==> src/rtl/dwt_frame_buffer_if.sv <==
// Bus between the DWT frame buffer and its neighbours.
//   Upstream side  : result (pair strobe), s/d (coefficient pair), busy (hold-off).
//   Downstream side: out_data/out_valid/out_ready/out_last stream, overflow flag.
// The master modport is the environment (DWT row engine + next stage);
// the slave modport is the frame buffer itself.
interface dwt_frame_buffer_if #(
  parameter int unsigned W = 8
);
  logic         result;
  logic [W-1:0] s;
  logic [W-1:0] d;
  logic         busy;
  logic [W-1:0] out_data;
  logic         out_valid;
  logic         out_ready;
  logic         out_last;
  logic         overflow;

  modport master (
    output result, s, d, out_ready,
    input  busy, out_data, out_valid, out_last, overflow
  );

  modport slave (
    input  result, s, d, out_ready,
    output busy, out_data, out_valid, out_last, overflow
  );
endinterface

==> src/rtl/dwt_frame_buffer.sv <==
// DWT frame buffer.
// Captures LENGTH*LENGTH/2 (s,d) pairs from the DWT row engine into a
// LENGTH x LENGTH frame (approximations in the left half of each row,
// details in the right half), then streams the frame in raster order.
// Ports:
//   clk   - rising-edge clock
//   reset - asynchronous, active-high reset
//   bus   - slave side of dwt_frame_buffer_if (pair input, busy,
//           valid/ready output stream, sticky overflow)
module dwt_frame_buffer #(
  parameter int unsigned LENGTH = 16,
  parameter int unsigned W      = 8
) (
  input  logic                 clk,
  input  logic                 reset,
  dwt_frame_buffer_if.slave    bus
);
  localparam int unsigned HALF = LENGTH / 2;
  localparam int unsigned CW   = $clog2(HALF);
  localparam int unsigned RW   = $clog2(LENGTH);
  localparam int unsigned AW   = 2 * RW;
  localparam int unsigned BW   = RW + CW;

  localparam logic [CW-1:0] COL_MAX  = '1;
  localparam logic [RW-1:0] ROW_MAX  = '1;
  localparam logic [AW-1:0] ADDR_MAX = '1;

  typedef enum logic {
    FILL  = 1'b0,
    DRAIN = 1'b1
  } state_t;

  state_t        state_q, state_d;
  logic [CW-1:0] wr_col_q, wr_col_d;
  logic [RW-1:0] wr_row_q, wr_row_d;
  logic [AW-1:0] rd_addr_q, rd_addr_d;
  logic [W-1:0]  out_data_q, out_data_d;
  logic          out_valid_q, out_valid_d;
  logic          out_last_q, out_last_d;
  logic          overflow_q, overflow_d;
  logic          wr_en;

  // Frame split into an approximation bank and a detail bank so each
  // strobe is a single write per bank. Bank address is {row, col}.
  logic [W-1:0]  mem_s [LENGTH*HALF];
  logic [W-1:0]  mem_d [LENGTH*HALF];

  logic [BW-1:0] wr_addr;
  logic [AW-1:0] rd_next;
  logic [W-1:0]  cur_word;
  logic [W-1:0]  nxt_word;

  assign wr_addr = {wr_row_q, wr_col_q};
  assign rd_next = rd_addr_q + AW'(1);

  // Raster address = {row, half, col}; half selects the bank.
  assign cur_word = rd_addr_q[CW] ? mem_d[{rd_addr_q[AW-1:CW+1], rd_addr_q[CW-1:0]}]
                                  : mem_s[{rd_addr_q[AW-1:CW+1], rd_addr_q[CW-1:0]}];
  assign nxt_word = rd_next[CW]   ? mem_d[{rd_next[AW-1:CW+1], rd_next[CW-1:0]}]
                                  : mem_s[{rd_next[AW-1:CW+1], rd_next[CW-1:0]}];

  always_ff @(posedge clk) begin
    if (wr_en) begin
      mem_s[wr_addr] <= bus.s;
      mem_d[wr_addr] <= bus.d;
    end
  end

  always_comb begin
    state_d     = state_q;
    wr_col_d    = wr_col_q;
    wr_row_d    = wr_row_q;
    rd_addr_d   = rd_addr_q;
    out_data_d  = out_data_q;
    out_valid_d = out_valid_q;
    out_last_d  = out_last_q;
    overflow_d  = overflow_q;
    wr_en       = 1'b0;

    unique case (state_q)
      FILL: begin
        if (bus.result) begin
          wr_en = 1'b1;
          if (wr_col_q == COL_MAX) begin
            wr_col_d = '0;
            if (wr_row_q == ROW_MAX) begin
              wr_row_d = '0;
              state_d  = DRAIN;
            end else begin
              wr_row_d = wr_row_q + RW'(1);
            end
          end else begin
            wr_col_d = wr_col_q + CW'(1);
          end
        end
      end
      DRAIN: begin
        if (bus.result) begin
          overflow_d = 1'b1;
        end
        // First cycle in DRAIN loads element 0; afterwards each transfer
        // preloads the following element so there is no bubble.
        if (!out_valid_q) begin
          out_data_d  = cur_word;
          out_valid_d = 1'b1;
          out_last_d  = (rd_addr_q == ADDR_MAX);
        end else if (bus.out_ready) begin
          if (rd_addr_q == ADDR_MAX) begin
            out_valid_d = 1'b0;
            out_last_d  = 1'b0;
            rd_addr_d   = '0;
            state_d     = FILL;
          end else begin
            rd_addr_d   = rd_next;
            out_data_d  = nxt_word;
            out_last_d  = (rd_next == ADDR_MAX);
          end
        end
      end
      default: state_d = FILL;
    endcase
  end

  always_ff @(posedge clk or posedge reset) begin
    if (reset) begin
      state_q     <= FILL;
      wr_col_q    <= '0;
      wr_row_q    <= '0;
      rd_addr_q   <= '0;
      out_data_q  <= '0;
      out_valid_q <= 1'b0;
      out_last_q  <= 1'b0;
      overflow_q  <= 1'b0;
    end else begin
      state_q     <= state_d;
      wr_col_q    <= wr_col_d;
      wr_row_q    <= wr_row_d;
      rd_addr_q   <= rd_addr_d;
      out_data_q  <= out_data_d;
      out_valid_q <= out_valid_d;
      out_last_q  <= out_last_d;
      overflow_q  <= overflow_d;
    end
  end

  assign bus.busy      = (state_q == DRAIN);
  assign bus.out_data  = out_data_q;
  assign bus.out_valid = out_valid_q;
  assign bus.out_last  = out_last_q;
  assign bus.overflow  = overflow_q;
endmodule
==> src/flat_wrapper.sv <==
// flat-port wrapper written by rule: the top's interface ports become plain ports
module dwt_frame_buffer_flat 
#(
  parameter int unsigned LENGTH = 16,
  parameter int unsigned W      = 8
)
  (clk, reset, bus_result, bus_s, bus_d, bus_out_ready, bus_busy, bus_out_data, bus_out_valid, bus_out_last, bus_overflow);
  dwt_frame_buffer_if #(.W(W)) bus_i ();
  input  logic clk;
  input  logic reset;
  input wire logic [$bits(bus_i.result)-1:0] bus_result;
  input wire logic [$bits(bus_i.s)-1:0] bus_s;
  input wire logic [$bits(bus_i.d)-1:0] bus_d;
  input wire logic [$bits(bus_i.out_ready)-1:0] bus_out_ready;
  output wire logic [$bits(bus_i.busy)-1:0] bus_busy;
  output wire logic [$bits(bus_i.out_data)-1:0] bus_out_data;
  output wire logic [$bits(bus_i.out_valid)-1:0] bus_out_valid;
  output wire logic [$bits(bus_i.out_last)-1:0] bus_out_last;
  output wire logic [$bits(bus_i.overflow)-1:0] bus_overflow;
  assign bus_i.result = bus_result;
  assign bus_i.s = bus_s;
  assign bus_i.d = bus_d;
  assign bus_i.out_ready = bus_out_ready;
  assign bus_busy = bus_i.busy;
  assign bus_out_data = bus_i.out_data;
  assign bus_out_valid = bus_i.out_valid;
  assign bus_out_last = bus_i.out_last;
  assign bus_overflow = bus_i.overflow;
  dwt_frame_buffer #(.LENGTH(LENGTH), .W(W)) u_core (.clk(clk), .reset(reset), .bus(bus_i));
endmodule
==> config.mk <==
export PLATFORM = sky130hd
export DESIGN_NAME = dwt_frame_buffer_flat
export DESIGN_NICKNAME = d
export VERILOG_FILES = /design/src/rtl/dwt_frame_buffer_if.sv /design/src/rtl/dwt_frame_buffer.sv /design/src/flat_wrapper.sv
export SDC_FILE = /design/constraint.sdc
export NUM_CORES = 2
export LEC_CHECK = 0
export CORE_UTILIZATION = 43
export CTS_BUF_LIST = sky130_fd_sc_hd__clkbuf_16
export CTS_CLUSTER_DIAMETER = 50
export DETAILED_ROUTE_END_ITERATION = 6
export PLACE_DENSITY = 0.67
export SLEW_MARGIN = 10
export SYNTH_ARGS = -nofsm -noshare
export SYNTH_HDL_FRONTEND = slang
export SYNTH_SLANG_ARGS = --single-unit
==> constraint.sdc <==
create_clock -name clk -period 10.7 [get_ports clk]
set_clock_uncertainty 0.2 [all_clocks]
set_input_delay 2.14 -clock clk [delete_from_list [all_inputs] [get_ports clk]]
set_output_delay 2.14 -clock clk [all_outputs]
set_load 0.02 [all_outputs]
Yosys cells after proc, flatten, opt, wreduce, memory -nomap -nowiden:

Memory sizes are Yosys's and may differ from the RTL's.
Cells that the tools add are included.

* latch bits: 0
* word-level logic and storage cells: 48
* output and inout port bits: 12
* input port bits: 20
* register bits after elaboration: 27
* memory bits (read-only): 0
* memory bits (writable): 2048
* memories kept: 2

* multipliers: 0
* $lt $le $gt $ge: 0
* mux-type cells: 22
* shifts and indexed selects: 0
* bitwise logic cells: 1
* divide/modulo/power cells: 0
* reductions and logical operators: 6
* add/sub/neg operators: 3
* eq/ne operators: 6

Memories
* u_core.mem_d: words 128, width 8, rd ports 2, clocked after memory_dff 0, write ports 1, line dwt_frame_buffer.sv:46 `logic [W-1:0] mem_d [LENGTH*HALF];`
* u_core.mem_s: words 128, width 8, rd ports 2, clocked after memory_dff 0, write ports 1, line dwt_frame_buffer.sv:45 `logic [W-1:0] mem_s [LENGTH*HALF];`

Operator list (count)
* $mux W8: 6
* $eq A8 B8 Y1 const B: 2
* $mux W1: 13
* $reduce_and A3 Y1: 3
* $add A8 B1 Y8 const B: 1
* $reduce_and A2 Y1: 3
* $add A4 B1 Y4 const B: 1
* $eq A4 B4 Y1 const B: 1
* $mux W4: 1
* $ne A2 B2 Y1 const B: 2
* $add A3 B1 Y3 const B: 1
* $eq A3 B3 Y1 const B: 1
* $mux W3: 1
* $pmux W1 S2: 1
* $not A1 Y1: 1

Longest topological paths before layout:

An unclocked memory read counts as a cell.

* word-level depth: 6
* mapped depth: 24
* mapped depth without buffers: 10

Worst setup path after synthesis:

Ideal clock, no wire load.

* path kind: register to register
* start: register u_core.rd_addr_q[0]
* end: register u_core.out_data_q[3], in the netlist u_core.bus.out_data[3]
* period minus slack after synthesis: 4.893 ns
* buffers on the path: 13
* required time: 10.359 ns
* cell stages (with the launch flop): 22
* data arrival time: 4.552 ns
* library setup time: 0.141 ns
* setup slack: 5.807 ns
* path through: dfrtp_1 buf_6 buf_12 buf_12 buf_12 buf_6 buf_8 buf_6 inv_1 buf_2 buf_2 ha_1 buf_2 buf_2 buf_1 dlymetal6s2s_1 mux4_4 mux4_2 a22oi_1 a21oi_1 o31ai_2 o2111ai_1

* longest elaborated chain between the ends: 6
* elaborated cells on any way between the ends: 11
* classes of those cells: 1 x add/sub; 2 x eq/ne; 5 x mux; 1 x reduce/logical; 2 x memory

Ends and longest elaborated chain
* start, declared: line dwt_frame_buffer.sv:36 `logic [AW-1:0] rd_addr_q, rd_addr_d;`
* start signal, assigned: line dwt_frame_buffer.sv:138 `rd_addr_q <= rd_addr_d;`
* $add A8 B1 Y8: line dwt_frame_buffer.sv:54 `assign rd_next = rd_addr_q + AW'(1);`
* $mem_v2 Z128 W8 (on tied branches)
* $mux W8: line dwt_frame_buffer.sv:59 `assign nxt_word = rd_next[CW] ? mem_d[{rd_next[AW-1:CW+1], rd_next[CW-1:0]}]`
* $mux W8: line dwt_frame_buffer.sv:108 `if (rd_addr_q == ADDR_MAX) begin`
* $mux W8: line dwt_frame_buffer.sv:107 `end else if (bus.out_ready) begin`
* $mux W8: line dwt_frame_buffer.sv:103 `if (!out_valid_q) begin`
* end signal, assigned: line dwt_frame_buffer.sv:139 `out_data_q <= out_data_d;`
* end, declared: line dwt_frame_buffer.sv:37 `logic [W-1:0] out_data_q, out_data_d;`

Several ways; a longest one is shown, not always the timed one. The select of a mux whose other input is x is not followed.
A chain may end at the register's enable or synchronous reset.

Worst setup path in the final report:

* start: register u_core.rd_addr_q[2]
* end: register u_core.out_data_q[4], in the netlist u_core.bus.out_data[4]

Same word-level chain as after synthesis.

==> results by group <==
GRT
  – First-pass GRT wire length: about 430000 microns
  – Initial antenna violation count: 16
  – Largest net degree at the start of global routing: approximately 130
  – Vias in the first global route: approximately 55000
  – Grt ovf: 0
  – Tot GR Track Use: 0.269

Clock network
  – CTS sink cnt: 2075
  – Later-pin clock latency in the skew report: 0.92 ns
  – Clock-pin slew of the registers on the worst-case setup and hold paths: 0.06 ns
  – Longest Clk Path Bufs: 3
  – Post-CTS Resized: 0
  – CTS tree: yes
  – Clock Root Buffer: clkbuf_16
  – CTS H-tree lvls: 4
  – CTS Hold Bufs: 0
  – Post-CTS setup repair buffer count: 0
  – TritonCTS Buffers: 216

Worst setup path
  – Worst Setup SP: u_core.rd_addr_q[2]
  – Crit. End Element: register
  – Worst EP arrival: 7.03 ns
  – FF-to-FF path depth: 11
  – WP depth: 11
  – Delay-heaviest family, CP: compound AO/OA/AOI/OAI gates
  – CP required: 11.33 ns
  – Crit path to: u_core.bus.out_data[4]
  – Crit Path Max Fanout: 77
  – CP Cell Sequence: buf_12 > xor2_4 > buf_4 > buf_4 > nand2_1 > a21oi_1 > a311oi_1 > a311oi_1 > a32oi_1 > o22ai_1 > a31o_1
  – Critical path type: reg -> reg
  – Reg2reg setup slack: around 4.3 ns
  – Reg2Reg Launch Point: u_core.rd_addr_q[2]
  – WP buf/inv: 3
  – Critical R2R Capture: u_core.bus.out_data[4]
  – Slowest CP cell: dfrtp_4
  – CP peak stage delay: 1.00 ns
  – Critical Path Start Type: register

Layout
  – Most frequent cells in the layout: edfxtp_1, mux4_2, nand2_1, buf_4, mux2i_1
  – FILL cells: about 18000
  – Layout cells sized above 1: 0.343
  – P&R area growth vs syn: 10.9%
  – Commonest non-fill, non-tap cell in the layout: edfxtp_1
  – Nets: ~5000

Floorplan
  – IO Pins: 32
  – Row count: approximately 170
  – Core ar.: approximately 230000 sq um
  – Die height: roughly 480 microns
  – Starting Density: 0.434
  – Die width: around 480 microns
  – Die area: approximately 230000 sq um

Drt
  – Routed via count: about 57000
  – Drt first pass iters: 7
  – Antenna-violating nets left: 0
  – Wirelength per Cell: roughly 38 microns
  – Total wire length: between 300000 and 400000 microns
  – Initial drt markers: 9400
  – DRC viols: 0
  – Via density: ~7

Placement
  – Final RePlAce weighted congestion: 1.00
  – Detail Placement HPWL: approximately 190000 microns
  – Buffers on Ports: 31
  – DP Worst Slack: roughly 4.5 ns

STA
  – Final Hold Fails: 0
  – PnR worst setup slack: about 4.3 ns
  – RSZ-0062 raised after global routing: false
  – Final setup violation count: 0
  – Slew margin rel.: 0.00460
  – Final setup TNS: 0 ns
  – Worst Tran Pin Value: around 1.5 ns
  – Final Max Tran Viols: 0
  – Final cycle utilization of the critical path: 0.598
  – Achievable Freq: approximately 160 MHz
  – Min cycle time layout: approximately 6.4 ns

Logic synthesis
  – Seq/Total Area, Yosys: 0.634
  – Cells after Synth: around 4900
  – EDFF count, synth: 2048
  – Net Count, Synth: between 4000 and 5000
  – Synth async-reset ratio: 0.0130
  – Top_reg_cell synth: edfxtp_1
  – Post-Synthesis Mean Instance Area: ~20 sq um
  – Seq cells post-synth: roughly 2100
  – Yosys cell types: slightly above 80
  – Post-Syn Area: 98000 sq um
  – Syn. warnings: 0

Power
  – Switching Share: 0.229
  – Clock Power Share: 0.429
  – PwrDens: approximately 160 nW/um^2
  – Worst ir drop on vdd: about 150 uV
  – Logic pwr share: 0.050
  – Net Sw Power: 4.06 mW
  – Seq pwr share: 0.521
  – Leak pwr: around 32 nW
  – P_int: 13.6 mW

Flow run
  – Max_cap viols: 2

Outcome
  – Violated checks: capacitance limit
  – Status: complete, but fails checks

Min path
  – Hold Path Class: reg -> reg
## state kept, by name, indices dropped and copies added, names as in the netlist
register	count
u_core.bus.busy	1
u_core.bus.out_data	8
u_core.bus.out_last	1
u_core.bus.out_valid	1
u_core.bus.overflow	1
u_core.mem_d	1024
u_core.mem_s	1024
u_core.rd_addr_q	8
u_core.wr_col_q	3
u_core.wr_row_q	4
## cells by family after synthesis
kind of cell / Yosys count / share of synthesized area
flops: 2075 / 0.634
mux: 1307 / 0.272
simple gates: 681 / 0.0303
compound gates: 407 / 0.0306
buf+inv: 397 / 0.0301
xor+xnor: 12 / 0.00115
fa+ha+maj: 8 / 0.00102
## Yosys cell counts, types with 7 or more instances
master,instances,area share
edfxtp_1,2048,0.63
xnor2_1,8,0.00071
and3_1,13,0.00083
mux4_1,42,0.011
buf_6,49,0.0056
mux4_2,1026,0.24
nand2_1,300,0.011
nor3_1,27,0.0014
clkbuf_1,99,0.0038
a22o_1,8,0.00071
a221oi_1,14,0.0013
buf_2,87,0.0044
nor2_1,174,0.0067
clkbuf_8,20,0.0028
o21ai_0,31,0.0016
o22ai_1,47,0.0030
and2_1,12,0.00077
a31oi_1,23,0.0015
a32oi_1,8,0.00071
mux2_2,14,0.0016
ha_1,8,0.0010
dfrtp_1,27,0.0069
mux2i_1,219,0.022
o2111ai_1,15,0.0013
a21oi_1,53,0.0027
a211oi_1,35,0.0027
nand3_1,87,0.0044
buf_1,35,0.0013
o221ai_1,85,0.0076
buf_8,37,0.0057
inv_1,11,0.00042
a22oi_1,12,0.00092
o211ai_1,7,0.00054
nor2b_1,8,0.00051
nand2b_1,8,0.00051
buf_4,43,0.0033
nand4_1,21,0.0013
buf_12,11,0.0022
a311oi_1,18,0.0016
## how the worst min path moves through the flow
stage	from	endpoint	slack (ns)	cells after the start
detailed placement	u_core.bus.overflow	u_core.bus.overflow	0.25	1
floorplan	u_core.wr_row_q[0]	u_core.wr_row_q[0]	0.33	1
global route	u_core.bus.overflow	u_core.bus.overflow	0.30	1
CTS	u_core.bus.overflow	u_core.bus.overflow	0.27	1
finish	u_core.bus.overflow	u_core.bus.overflow	0.26	1
global placement	u_core.bus.overflow	u_core.bus.overflow	0.25	1
## metal layers
| layer | track usage | routed length, microns |
|---|---|---|
| met1 | 0.364 | 113000 |
| met2 | 0.399 | 140000 |
| met3 | 0.0822 | 40700 |
| met4 | 0.132 | 17000 |
| met5 | 0.000829 | 116 |
## stage by stage
stage | hold slack (ns) | cell area [sq um] | power, mW | utilization | cells
floorplan | 0.330 | 98000 | 9.74 | - | 4887
global placement | 0.248 | 101000 | 10.2 | 0.449 | 7742
detailed placement | 0.251 | 101000 | 10.3 | 0.449 | 7742
CTS | 0.265 | 109000 | 17.7 | 0.481 | 8142
global route | 0.295 | 109000 | 18.1 | 0.481 | 8145
finish | 0.261 | 109000 | 17.7 | 0.481 | 8148
## power by group through the flow
stage | registers [mW] | logic, mW | clock network (mW)
finish | 9.22 | 0.892 | 7.59
floorplan | 9.33 | 0.403 | 0
CTS | 9.21 | 0.876 | 7.64
detailed placement | 9.38 | 0.873 | 0
global route | 9.22 | 0.919 | 7.93
global placement | 9.37 | 0.860 | 0
## layout make-up
| class | instances | area (sq um) | area share |
|---|---|---|---|
| Antenna cell | 5 | 12.5 | 0.000115 |
| Clock buffer | 217 | 5430 | 0.0500 |
| Clock inverter | 183 | 1750 | 0.0161 |
| Inverter | 12 | 52.6 | 0.000483 |
| Multi-Input combinational cell | 2415 | 33500 | 0.308 |
| Sequential cell | 2075 | 62200 | 0.572 |
| Tap cell | 2992 | 3740 | 0.0344 |
| Timing Repair Buffer | 249 | 2040 | 0.0187 |
## worst reg2reg max path: cells and delay by family, from the launching register on
family | cells | cell delay [ns]
compound gates | 6 | 2.57
xor+xnor | 1 | 0.23
buf+inv | 3 | 2.17
flops | 1 | 1.00
simple gates | 1 | 0.15
Note: power is estimated with default switching activity, not from simulation.
